**config.mk**
```make
export PLATFORM = sky130hd
export DESIGN_NAME = mac4x4_sched
export DESIGN_NICKNAME = d
export VERILOG_FILES = /design/src/rtl/gcn_pkg.sv /design/src/rtl/res_fifo2.sv /design/src/rtl/mac4x4_sched.sv
export SDC_FILE = /design/constraint.sdc
export NUM_CORES = 1
export LEC_CHECK = 0
export ABC_AREA = 1
export CAP_MARGIN = 15
export CORE_MARGIN = 5
export CORE_UTILIZATION = 45
export CTS_BUF_LIST = sky130_fd_sc_hd__clkbuf_8
export DETAILED_ROUTE_END_ITERATION = 10
export PLACE_DENSITY_LB_ADDON = 0.1
export SLEW_MARGIN = 20
export SYNTH_ARGS = -nofsm -noshare
export SYNTH_HDL_FRONTEND = slang
export SYNTH_SLANG_ARGS = --single-unit
```
**constraint.sdc**
```tcl
create_clock -name clock -period 12.95 [get_ports clock]
set_input_delay 2.59 -clock clock [delete_from_list [all_inputs] [get_ports clock]]
set_output_delay 2.59 -clock clock [all_outputs]
set_load 0.03 [all_outputs]
```
**src/rtl/gcn_pkg.sv**
```systemverilog
// Shared types for the GCN MAC tile: row vectors, job command and scheduler state.
package gcn_pkg;
  localparam int BIDX_W    = 5;
  localparam int CMD_ROW_W = 5;
  localparam int CMD_KT_W  = 6;

  typedef logic [3:0][15:0] vec4x16_t;

  typedef struct packed {
    logic [CMD_ROW_W-1:0] rows;
    logic [CMD_KT_W-1:0]  ktiles;
    logic [BIDX_W-1:0]    bidx;
  } mac_cmd_t;

  typedef enum logic [1:0] {IDLE, RUN, DRAIN} sched_state_e;

  // A job must fit the psum buffer and must not sweep past the last weight index.
  function automatic logic cmd_illegal(mac_cmd_t cmd, int max_rows);
    return (cmd.rows == '0) || (int'(cmd.rows) > max_rows) || (cmd.ktiles == '0) ||
           ((int'(cmd.bidx) + int'(cmd.ktiles)) > (1 << BIDX_W));
  endfunction
endpackage

```
**src/rtl/res_fifo2.sv**
```systemverilog
// Two-entry result FIFO (row vector plus last flag) with occupancy count.
module res_fifo2
  import gcn_pkg::*;
(
  input  logic       clock,
  input  logic       reset,
  input  logic       push,
  input  vec4x16_t   push_data,
  input  logic       push_last,
  input  logic       pop,
  output logic [1:0] count,
  output logic       valid,
  output vec4x16_t   head_data,
  output logic       head_last
);
  vec4x16_t   data_reg [2];
  logic       last_reg [2];
  logic       wr_ptr_reg;
  logic       rd_ptr_reg;
  logic [1:0] count_reg;
  logic       do_pop;
  logic       do_push;

  assign do_pop  = pop && (count_reg != 2'd0);
  assign do_push = push && ((count_reg != 2'd2) || do_pop);

  for (genvar gi = 0; gi < 2; gi++) begin : g_entry
    always_ff @(posedge clock) begin
      if (reset) begin
        data_reg[gi] <= '0;
        last_reg[gi] <= 1'b0;
      end else if (do_push && (wr_ptr_reg == 1'(gi))) begin
        data_reg[gi] <= push_data;
        last_reg[gi] <= push_last;
      end
    end
  end

  always_ff @(posedge clock) begin
    if (reset) begin
      wr_ptr_reg <= 1'b0;
      rd_ptr_reg <= 1'b0;
      count_reg  <= 2'd0;
    end else begin
      if (do_push) wr_ptr_reg <= ~wr_ptr_reg;
      if (do_pop)  rd_ptr_reg <= ~rd_ptr_reg;
      case ({do_push, do_pop})
        2'b10:   count_reg <= count_reg + 2'd1;
        2'b01:   count_reg <= count_reg - 2'd1;
        default: count_reg <= count_reg;
      endcase
    end
  end

  assign count     = count_reg;
  assign valid     = (count_reg != 2'd0);
  assign head_data = valid ? data_reg[rd_ptr_reg] : '0;
  assign head_last = valid ? last_reg[rd_ptr_reg] : 1'b0;
endmodule

```
**src/rtl/mac4x4_sched.sv**
```systemverilog
// Job sequencer for one mac4x4 tile: streams A rows over T weight passes,
// chains partial sums through a local buffer and emits the final rows.
module mac4x4_sched
  import gcn_pkg::*;
#(
  parameter int MAX_ROWS = 16,
  parameter int ROW_W    = CMD_ROW_W,
  parameter int KT_W     = CMD_KT_W
) (
  input  logic              clock,
  input  logic              reset,
  input  logic              cmd_valid,
  output logic              cmd_ready,
  input  logic [ROW_W-1:0]  cmd_rows,
  input  logic [KT_W-1:0]   cmd_ktiles,
  input  logic [BIDX_W-1:0] cmd_bidx,
  output logic              cmd_err,
  input  logic              a_valid,
  output logic              a_ready,
  input  vec4x16_t          a_data,
  output logic              mac_en,
  output vec4x16_t          mac_a,
  output logic [BIDX_W-1:0] mac_bidx,
  output vec4x16_t          mac_c,
  input  logic              mac_r_v,
  input  vec4x16_t          mac_r,
  output logic              res_valid,
  input  logic              res_ready,
  output vec4x16_t          res_data,
  output logic              res_last,
  output logic              busy
);
  localparam int IDX_W = $clog2(MAX_ROWS);

  sched_state_e     state_reg;
  mac_cmd_t         cmd_reg;
  mac_cmd_t         cmd_in;
  logic [ROW_W-1:0] row_reg;
  logic [KT_W-1:0]  pass_reg;
  logic             tag_valid_reg;
  logic             final_d_reg;
  logic [ROW_W-1:0] row_d_reg;
  logic             cmd_err_reg;
  vec4x16_t         psum [MAX_ROWS];

  logic       final_pass, last_row, inflight_final, can_issue, issue;
  logic       wb_valid, wb_psum, wb_final, bypass, pop_last;
  logic [1:0] fifo_count;
  vec4x16_t   psum_rd;

  assign cmd_in = '{rows: cmd_rows, ktiles: cmd_ktiles, bidx: cmd_bidx};

  assign final_pass     = (pass_reg == cmd_reg.ktiles - 1'b1);
  assign last_row       = (row_reg == cmd_reg.rows - 1'b1);
  assign inflight_final = tag_valid_reg && final_d_reg;
  // Final-pass issues reserve a FIFO slot so a stalled consumer never drops a result.
  assign can_issue      = !final_pass || ((fifo_count + {1'b0, inflight_final}) < 2'd2);
  assign issue          = (state_reg == RUN) && a_valid && can_issue;

  assign wb_valid = mac_r_v && tag_valid_reg;
  assign wb_psum  = wb_valid && !final_d_reg;
  assign wb_final = wb_valid && final_d_reg;
  assign bypass   = wb_psum && (row_d_reg == row_reg);
  assign psum_rd  = psum[row_reg[IDX_W-1:0]];

  assign mac_en   = issue;
  assign a_ready  = issue;
  assign mac_a    = issue ? a_data : '0;
  assign mac_bidx = issue ? BIDX_W'(cmd_reg.bidx + pass_reg) : '0;
  assign mac_c    = (!issue || (pass_reg == '0)) ? '0 : (bypass ? mac_r : psum_rd);

  assign cmd_ready = (state_reg == IDLE);
  assign busy      = (state_reg != IDLE);
  assign cmd_err   = cmd_err_reg;
  assign pop_last  = res_valid && res_ready && res_last;

  // Partial sums are only meaningful within a job, so the buffer has no reset.
  always_ff @(posedge clock) begin
    if (wb_psum) psum[row_d_reg[IDX_W-1:0]] <= mac_r;
  end

  always_ff @(posedge clock) begin
    if (reset) begin
      state_reg     <= IDLE;
      cmd_reg       <= '0;
      row_reg       <= '0;
      pass_reg      <= '0;
      tag_valid_reg <= 1'b0;
      final_d_reg   <= 1'b0;
      row_d_reg     <= '0;
      cmd_err_reg   <= 1'b0;
    end else begin
      cmd_err_reg   <= 1'b0;
      tag_valid_reg <= issue;
      if (issue) begin
        row_d_reg   <= row_reg;
        final_d_reg <= final_pass;
      end
      case (state_reg)
        IDLE: begin
          if (cmd_valid) begin
            if (cmd_illegal(cmd_in, MAX_ROWS)) begin
              cmd_err_reg <= 1'b1;
            end else begin
              cmd_reg   <= cmd_in;
              row_reg   <= '0;
              pass_reg  <= '0;
              state_reg <= RUN;
            end
          end
        end
        RUN: begin
          if (issue) begin
            if (last_row) begin
              row_reg  <= '0;
              pass_reg <= pass_reg + 1'b1;
              if (final_pass) state_reg <= DRAIN;
            end else begin
              row_reg <= row_reg + 1'b1;
            end
          end
        end
        DRAIN: begin
          if (pop_last) state_reg <= IDLE;
        end
        default: state_reg <= IDLE;
      endcase
    end
  end

  res_fifo2 u_fifo (
    .clock     (clock),
    .reset     (reset),
    .push      (wb_final),
    .push_data (mac_r),
    .push_last (row_d_reg == cmd_reg.rows - 1'b1),
    .pop       (res_ready),
    .count     (fifo_count),
    .valid     (res_valid),
    .head_data (res_data),
    .head_last (res_last)
  );
endmodule

```
# After elaboration in Yosys (flattened, before gate mapping)
# Memory sizes are Yosys's and may differ from the RTL's. A register that Yosys moved wholly into a read port is not among the register bits.
# Cells that the tools add are included.
# classes
bitwise_logic	9
eq_ne	15
mux	45
order_cmp	3
n_reduce_logical	34
add_sub_neg	9
# op_table
cell	count
two-way mux 64 bit	6
two-way mux 5 bit	5
two-way mux 6 bit	4
two-way mux 1 bit	18
equality test 5 bit	3
!= test 2 bit, second input constant	7
logical AND 1 bit	12
logical NOT 6 bit	2
two-way mux 2 bit	6
one-hot mux 6 bit (2 select lines)	1
one-hot mux 5 bit (2 select lines)	1
two-way mux 4 bit	2
nonzero test 2 bit	4
adder 5 x 6 -> 7 bit	1
greater-than comparator 7 x 6 -> 1 bit, second input constant	1
adder 6 x 1 -> 6 bit, second input constant	1
equality test 6 bit	1
logical OR 1 bit	6
one-hot mux 2 bit (3 select lines)	1
AND reduction 6 bit	1
subtractor 6 x 1 -> 6 bit, second input constant	1
adder 5 x 1 -> 5 bit, second input constant	1
adder 5 bit	1
greater-than comparator 5 bit, second input constant	1
other kinds (17)	28
# totals
regBits	41
ramBits	1154
elab_cells	131
mem_count	3
output_inout_bits	204
input_bits	150
# memory_table
name	words	word_bits	read_ports	rd_clocked_by_memory_dff	wr	line	text
psum	16	64	1	1	1	mac4x4_sched.sv:44	vec4x16_t psum [MAX_ROWS];
u_fifo.data_reg	2	64	1	1	2	res_fifo2.sv:16	vec4x16_t data_reg [2];
u_fifo.last_reg	2	1	1	1	2	res_fifo2.sv:17	logic last_reg [2];

# Depth between registers and ports, before layout
# Gate-level depths: netlist of run 1.
# logic_depth
depth_word	9
ltp_mapped	14
mapped_depth_nobuf	14

# Cells and area by module
# From an unflattened synthesis of run 1, not the netlist that was laid out.
# unflattened
cells_unflattened	4535
area_unflattened_um2	50604.8
# by_module_without_submodules
module	seq_area_each_um2	area_per_inst_um2	cells_per_inst	instances
mac4x4_sched	31570.3	44627.8	3940	1
res_fifo2	4003.8	5977.0	595	1

# Worst setup path after synthesis of run 1
# Ideal clock, no wire load.
# synth_timing
path_kind	in2reg
from	input mac_r_v
to	memory u_fifo.data_reg[1][0] (netlist name) (enable)
path_stages	4
arrival_ps	7461
required_ps	12370
path_buffers	0
setup_time_ps	580
setup_slack_ps	4909
path_cell_list	nand2_1 -> nor2_1 -> nand2_1 -> o21ai_0
# synth_lines
element	line	text
start, declared	mac4x4_sched.sv:25	input logic mac_r_v,
end, declared	res_fifo2.sv:16	

==> impl_metrics.env, run 1 <==
export IMPL_finalHoldViolations=0
export IMPL_antenna_found_initial=7
export IMPL_vias=35360
export IMPL_path_clk_slew_ns=0.05
export IMPL_path_cells="clkdlybuf4s50_1 -> nand2_1 -> nor2_1 -> nand4_4 -> buf_4 -> o21ai_0 -> o21ai_1 -> nor2_2 -> clkdlybuf4s50_1"
export IMPL_grt_max_degree=195
export IMPL_p_int_uw=5928
export IMPL_avgSynthCellArea_sq_um=11.11
export IMPL_grt_overflow_total=0
export IMPL_combPwrFrac_pct=7.3
export IMPL_final_common_cell="nand2_1"
export IMPL_required_ns=10.36
export IMPL_numCtsBuffers=196
export IMPL_setup_ws_ns=4.111
export IMPL_slew_headroom_pct=26.31
export IMPL_p_sw_uw=1910
export IMPL_dp_hpwl_um=84910
export IMPL_routed_wl_um=152600
export IMPL_critical_path_class="in2out"
export IMPL_drv_slew=0
export IMPL_yosysWarnings=0
export IMPL_drtPass1Iterations=7
export IMPL_num_fill_cells=9752
export IMPL_fin_skew_ns=0.02929
export IMPL_ctsLongestPathBuffers=3
export IMPL_yosysUniqueCellTypes=36
export IMPL_grt_pass1_wl_um=223500
export IMPL_netlist_instances=4535
export IMPL_p_seq_share_pct=54.8
export IMPL_max_stage_delay_ns=0.80
export IMPL_num_rows=122
export IMPL_die_h_um=344.6
export IMPL_grt_pass1_vias=34230
export IMPL_htree_levels=4
export IMPL_io_buffers=353
export IMPL_holdWs_ns=0.4521
export IMPL_num_io_pins=354
export IMPL_timing_critical_path_mode_cell="clkdlybuf4s50_1"
export IMPL_final_nets=5038
export IMPL_cts_root_buffer="clkbuf_8"
export IMPL_largest_reg_flops=1024
export IMPL_drive_gt1_share_pct=7.812
export IMPL_postCtsSetupBuffers=0
export IMPL_route_detailed_drc=0
export IMPL_gp_congestion=0.9382
export IMPL_peakVddDrop_v=0.00009261
export IMPL_cp_max_fo=36
export IMPL_ctsHoldBuffers=0
export IMPL_finalSetupViolations=0
export IMPL_hold_class="reg2reg"
export IMPL_final_cell_mix="1367 x nand2_1, 1154 x edfxtp_1, 611 x nand3_1, 353 x clkdlybuf4s50_1, 308 x nor2_1"
export IMPL_slowest_stage="nand4_4"
export IMPL_crit_path_end_kind="primary output"
export IMPL_fmax_mhz=113.1
export IMPL_crit_family="buffers and inverters"
export IMPL_switching_share_pct=24.37
export IMPL_netlist_area_sq_mm=0.05039
export IMPL_drtIter0Drc=3081
export IMPL_synth_edf_count=1154
export IMPL_post_route_period_util_pct=68.26
export IMPL_route_antenna_remaining_nets=0
export IMPL_synth_async_reset_ratio_pct=0
export IMPL_clk_latency_ns=0.86
export IMPL_ys_seq_area_share_pct=70.60
export IMPL_maxCapViolations=0
export IMPL_worst_pin_slew_ns=1.105
export IMPL_area_growth_pct=16.57
export IMPL_groute_usage_overall_pct=25.41
export IMPL_post_cts_resized=0
export IMPL_status="finished clean"
export IMPL_vias_per_cell=5.419
export IMPL_critPathArrivalTime_ns=6.25
export IMPL_place_ws_ns=4.130
export IMPL_start_kind="primary input"
export IMPL_post_route_min_period_ns=8.839
export IMPL_synth_nets=4701
export IMPL_rsz0062_at_grt="no"
export IMPL_core_area_sq_mm=0.1110
export IMPL_worst_path_buf_inv=3
export IMPL_cts_tree="built"
export IMPL_die_area_sq_mm=0.1188
export IMPL_die_w_um=344.6
export IMPL_initial_utilization_pct=45.41
export IMPL_cts_sinks=1200
export IMPL_p_leak_uw=0.02151
export IMPL_setup_tns_ns=0
export IMPL_routedWlPerCell_um=23.39
export IMPL_ys_flop_type="edfxtp_1"
export IMPL_ys_ff_latch=1200
export IMPL_pwr_share_clk_pct=37.9
export IMPL_p_per_area_mw_per_mm2=133.4
==> final cells by class <==
class | count | area [sq um] | share of cell area [%]
diodes | 5 | 12.51 | 0.02130
repair buffers | 425 | 4086 | 6.957
flip-flops and latches | 1200 | 35590 | 60.59
well taps | 1488 | 1862 | 3.170
inverters | 193 | 747.0 | 1.272
multi-input cells | 2856 | 12960 | 22.06
clock buffers | 197 | 2711 | 4.616
clock inverters | 160 | 772.0 | 1.314
==> power groups by stage <==
stage	Sequential [uW]	Combinational (uW)	Clock (uW)
2_1_floorplan	4370	336	0
3_3_place_gp	4380	571	0
3_5_place_dp	4380	574	0
4_1_cts	4300	576	3030
5_1_grt	4300	631	3210
6_report	4300	572	2970
==> cells in the mapped netlist (45+ instances only) <==
master	number	area (sq um)
a21oi_1	223	1116
o21ai_0	84	420.4
nand2_1	1368	5135
o21ai_2	45	394.1
edfxtp_1	1154	34650
nor2_1	325	1220
inv_1	182	683.2
a31oi_1	106	663.1
nand3_1	613	3068
clkbuf_1	102	382.9
dfxtp_1	46	920.9
buf_2	135	675.7
==> metal layers <==
metal / up-vias / global-route usage, % / wire length, um
met3: 232 / 4.296 / 10350
met4: 0 / 10.27 / 5956
li1: 16420 / - / -
met5: - / 0 / 0
met1: 17320 / 33.87 / 62370
met2: 1387 / 41.82 / 73920
==> worst reg2reg max path, stage by stage (launching register included) <==
cell and delay [ns]:
dfxtp_1 0.34, nand2_1 0.07, nor2_1 0.58, nand3_1 0.54, nor2_4 0.96, buf_4 0.93
==> final timing paths <==
kind / from / to / slack [ns] / cells after the start
worst max-delay path: mac_r_v / mac_c[17] / 4.11 / 9
worst min-delay path: u_fifo.rd_ptr_reg$_SDFFE_PP0P_ / u_fifo.rd_ptr_reg$_SDFFE_PP0P_ / 0.45 / 1
worst min register to register: u_fifo.rd_ptr_reg$_SDFFE_PP0P_ / u_fifo.rd_ptr_reg$_SDFFE_PP0P_ / 0.45 / 1
worst max register to register: tag_valid_reg$_SDFF_PP0_ / psum[4][59]$_DFFE_PP_ / 9.09 / 5
==> logic make-up (layout without fill, tap and decap cells) <==
kind of cell / count (synthesis) / count (layout) / share of synthesized area, %
AOI/OAI and AO/OA: 488 / 488 / 5.490
xor gates and xnor gates: 16 / 16 / 0.2781
adders and majority gates: 16 / 16 / 0.4271
buffers and inverters: 479 / 975 / 4.060
DFF: 1200 / 1200 / 70.60
other: 0 / 5 / 0
and+or+nand+nor: 2336 / 2336 / 19.15
==> per-stage QoR <==
step           util [%]  total power [uW]  area [sq um]  cells
2_1_floorplan         -              4704         50390   4535
3_3_place_gp      49.78              4946         55240   6162
3_5_place_dp      49.78              4949         55240   6162
4_1_cts           52.92              7899         58730   6519
5_1_grt           52.93              8134         58740   6524
6_report          52.93              7838         58740   6524
Power figures use the tool's default switching activity.
==> run 2: changes to the inputs <==
==> constraint.sdc (replaced) <==
create_clock -name clock -period 8.3 [get_ports clock]
set_input_delay 1.66 -clock clock [delete_from_list [all_inputs] [get_ports clock]]
set_output_delay 1.66 -clock clock [all_outputs]
set_load 0.03 [all_outputs]
==> impl_metrics.env, run 2 (same netlist as run 1, synthesis figures left out) <==
export IMPL_cts_root_buffer="clkbuf_8"
export IMPL_num_io_pins=354
export IMPL_p_leak_uw=0.02153
export IMPL_crit_path_end_kind="primary output"
export IMPL_die_h_um=344.6
export IMPL_pwr_share_clk_pct=37.6
export IMPL_postLayoutCellArea_sq_mm=0.05888
export IMPL_grt_pass1_vias=34230
export IMPL_final_nets=5040
export IMPL_p_int_uw=9209
export IMPL_clk_latency_ns=0.87
export IMPL_area_growth_pct=16.84
export IMPL_grt_overflow_total=0
export IMPL_start_kind="primary input"
export IMPL_drv_slew=0
export IMPL_vias_per_cell=5.450
export IMPL_combPwrFrac_pct=7.4
export IMPL_ctsHoldBuffers=0
export IMPL_fin_skew_ns=0.04651
export IMPL_io_buffers=353
export IMPL_holdWs_ns=0.4409
export IMPL_peakVddDrop_v=0.0001595
export IMPL_num_fill_cells=9663
export IMPL_die_w_um=344.6
export IMPL_status="finished clean"
export IMPL_placed_area_sq_mm=0.05541
export IMPL_cts_sinks=1200
export IMPL_postCtsSetupBuffers=0
export IMPL_routed_wl_um=154400
export IMPL_antenna_found_initial=3
export IMPL_fmax_mhz=149.1
export IMPL_final_common_cell="nand2_1"
export IMPL_num_rows=122
export IMPL_setup_tns_ns=0
export IMPL_groute_usage_overall_pct=25.57
export IMPL_grt_max_degree=203
export IMPL_multiInputGateArea_sq_mm=0.01296
export IMPL_htree_levels=4
export IMPL_post_cts_resized=0
export IMPL_drtIter0Drc=3050
export IMPL_finalHoldViolations=0
export IMPL_numCtsBuffers=195
export IMPL_finalSetupViolations=0
export IMPL_final_cell_mix="1367 x nand2_1, 1154 x edfxtp_1, 611 x nand3_1, 353 x clkdlybuf4s50_1, 308 x nor2_1"
export IMPL_maxCapViolations=0
export IMPL_core_area_sq_mm=0.1110
export IMPL_seq_area_sq_mm=0.03559
export IMPL_path_clk_slew_ns=0.07
export IMPL_route_antenna_remaining_nets=0
export IMPL_required_ns=6.64
export IMPL_routedWlPerCell_um=23.70
export IMPL_p_sw_uw=2981
export IMPL_largest_reg_flops=1024
export IMPL_vias=35510
export IMPL_cp_max_fo=37
export IMPL_critical_path_class="in2out"
export IMPL_route_detailed_drc=0
export IMPL_grt_pass1_wl_um=224700
export IMPL_rsz0062_at_grt="no"
export IMPL_die_area_sq_mm=0.1188
export IMPL_critPathArrivalTime_ns=5.05
export IMPL_worst_pin_slew_ns=1.100
export IMPL_p_seq_share_pct=55.0
export IMPL_initial_utilization_pct=45.41
export IMPL_post_route_period_util_pct=80.81
export IMPL_drive_gt1_share_pct=7.986
export IMPL_drtPass1Iterations=6
export IMPL_slew_headroom_pct=26.24
export IMPL_gp_congestion=0.8924
export IMPL_p_per_area_mw_per_mm2=207.0
export IMPL_cts_tree="built"
export IMPL_hold_class="reg2reg"
export IMPL_dp_hpwl_um=85940
export IMPL_ctsLongestPathBuffers=3
export IMPL_switching_share_pct=24.45
export IMPL_post_route_min_period_ns=6.707
==> run 2: cell types whose count changed in the layout (fill, tap and decap cells not counted), moves of 5 or more <==
cell and change:
buf_12 +9, buf_4 -9, clkinv_1 -15, clkinv_2 +5
==> run 2: final timing paths <==
path | end | from | slack, ns | cells after the start
hold / removal | flop | u_fifo.rd_ptr_reg$_SDFFE_PP0P_ | 0.44 | 1
setup reg to reg | psum[11][35]$_DFFE_PP_ | tag_valid_reg$_SDFF_PP0_ | 4.74 | 5
hold reg to reg | flop | u_fifo.rd_ptr_reg$_SDFFE_PP0P_ | 0.44 | 1
setup / recovery | mac_c[62] | mac_r_v | 1.59 | 9
==> run 2: final cells by class <==
class / count / area share [%]
multi-input cells: 2856 / 22.01
clock inverters: 144 / 1.135
repair buffers: 428 / 7.272
flip-flops and latches: 1200 / 60.45
clock buffers: 200 / 4.675
well taps: 1488 / 3.162
diodes: 7 / 0.02975
inverters: 193 / 1.269
==> run 2: through the flow <==
step	instances	power, uW	util, %	setup slack, ns
5_1_grt	6516	12660	53.05	1.427
6_report	6516	12190	53.05	1.593
3_3_place_gp	6162	7725	49.88	1.713
4_1_cts	6508	12280	53.01	1.646
3_5_place_dp	6164	7731	49.93	1.648
2_1_floorplan	4535	7339	-	1.189
==> run 2: per-layer routing <==
layer / vias up / global-route usage (%) / part of all wire, %
li1: 16430 / - / -
met1: 17450 / 34.11 / 41
met2: 1390 / 42.42 / 48
met3: 244 / 4.136 / 6.7
met4: 0 / 9.837 / 3.8
met5: - / 0 / 0
==> run 2: critical path: stages <==
cell,delay [ns]
clkdlybuf4s50_1,0.46
nand2_1,0.07
nor2_1,0.54
nand4_4,0.78
buf_4,0.54
nor2_1,0.13
a21oi_1,0.05
nor2_1,0.11
clkdlybuf4s50_1,0.68
==> run 2: power by group through the flow <==
stage               Combinational (uW)  Sequential, uW  Clock [uW]
finish                             901            6700        4580
floorplan                          525            6810           0
CTS                                905            6700        4670
global route                       991            6700        4960
global placement                   897            6830           0
detailed placement                 902            6830           0
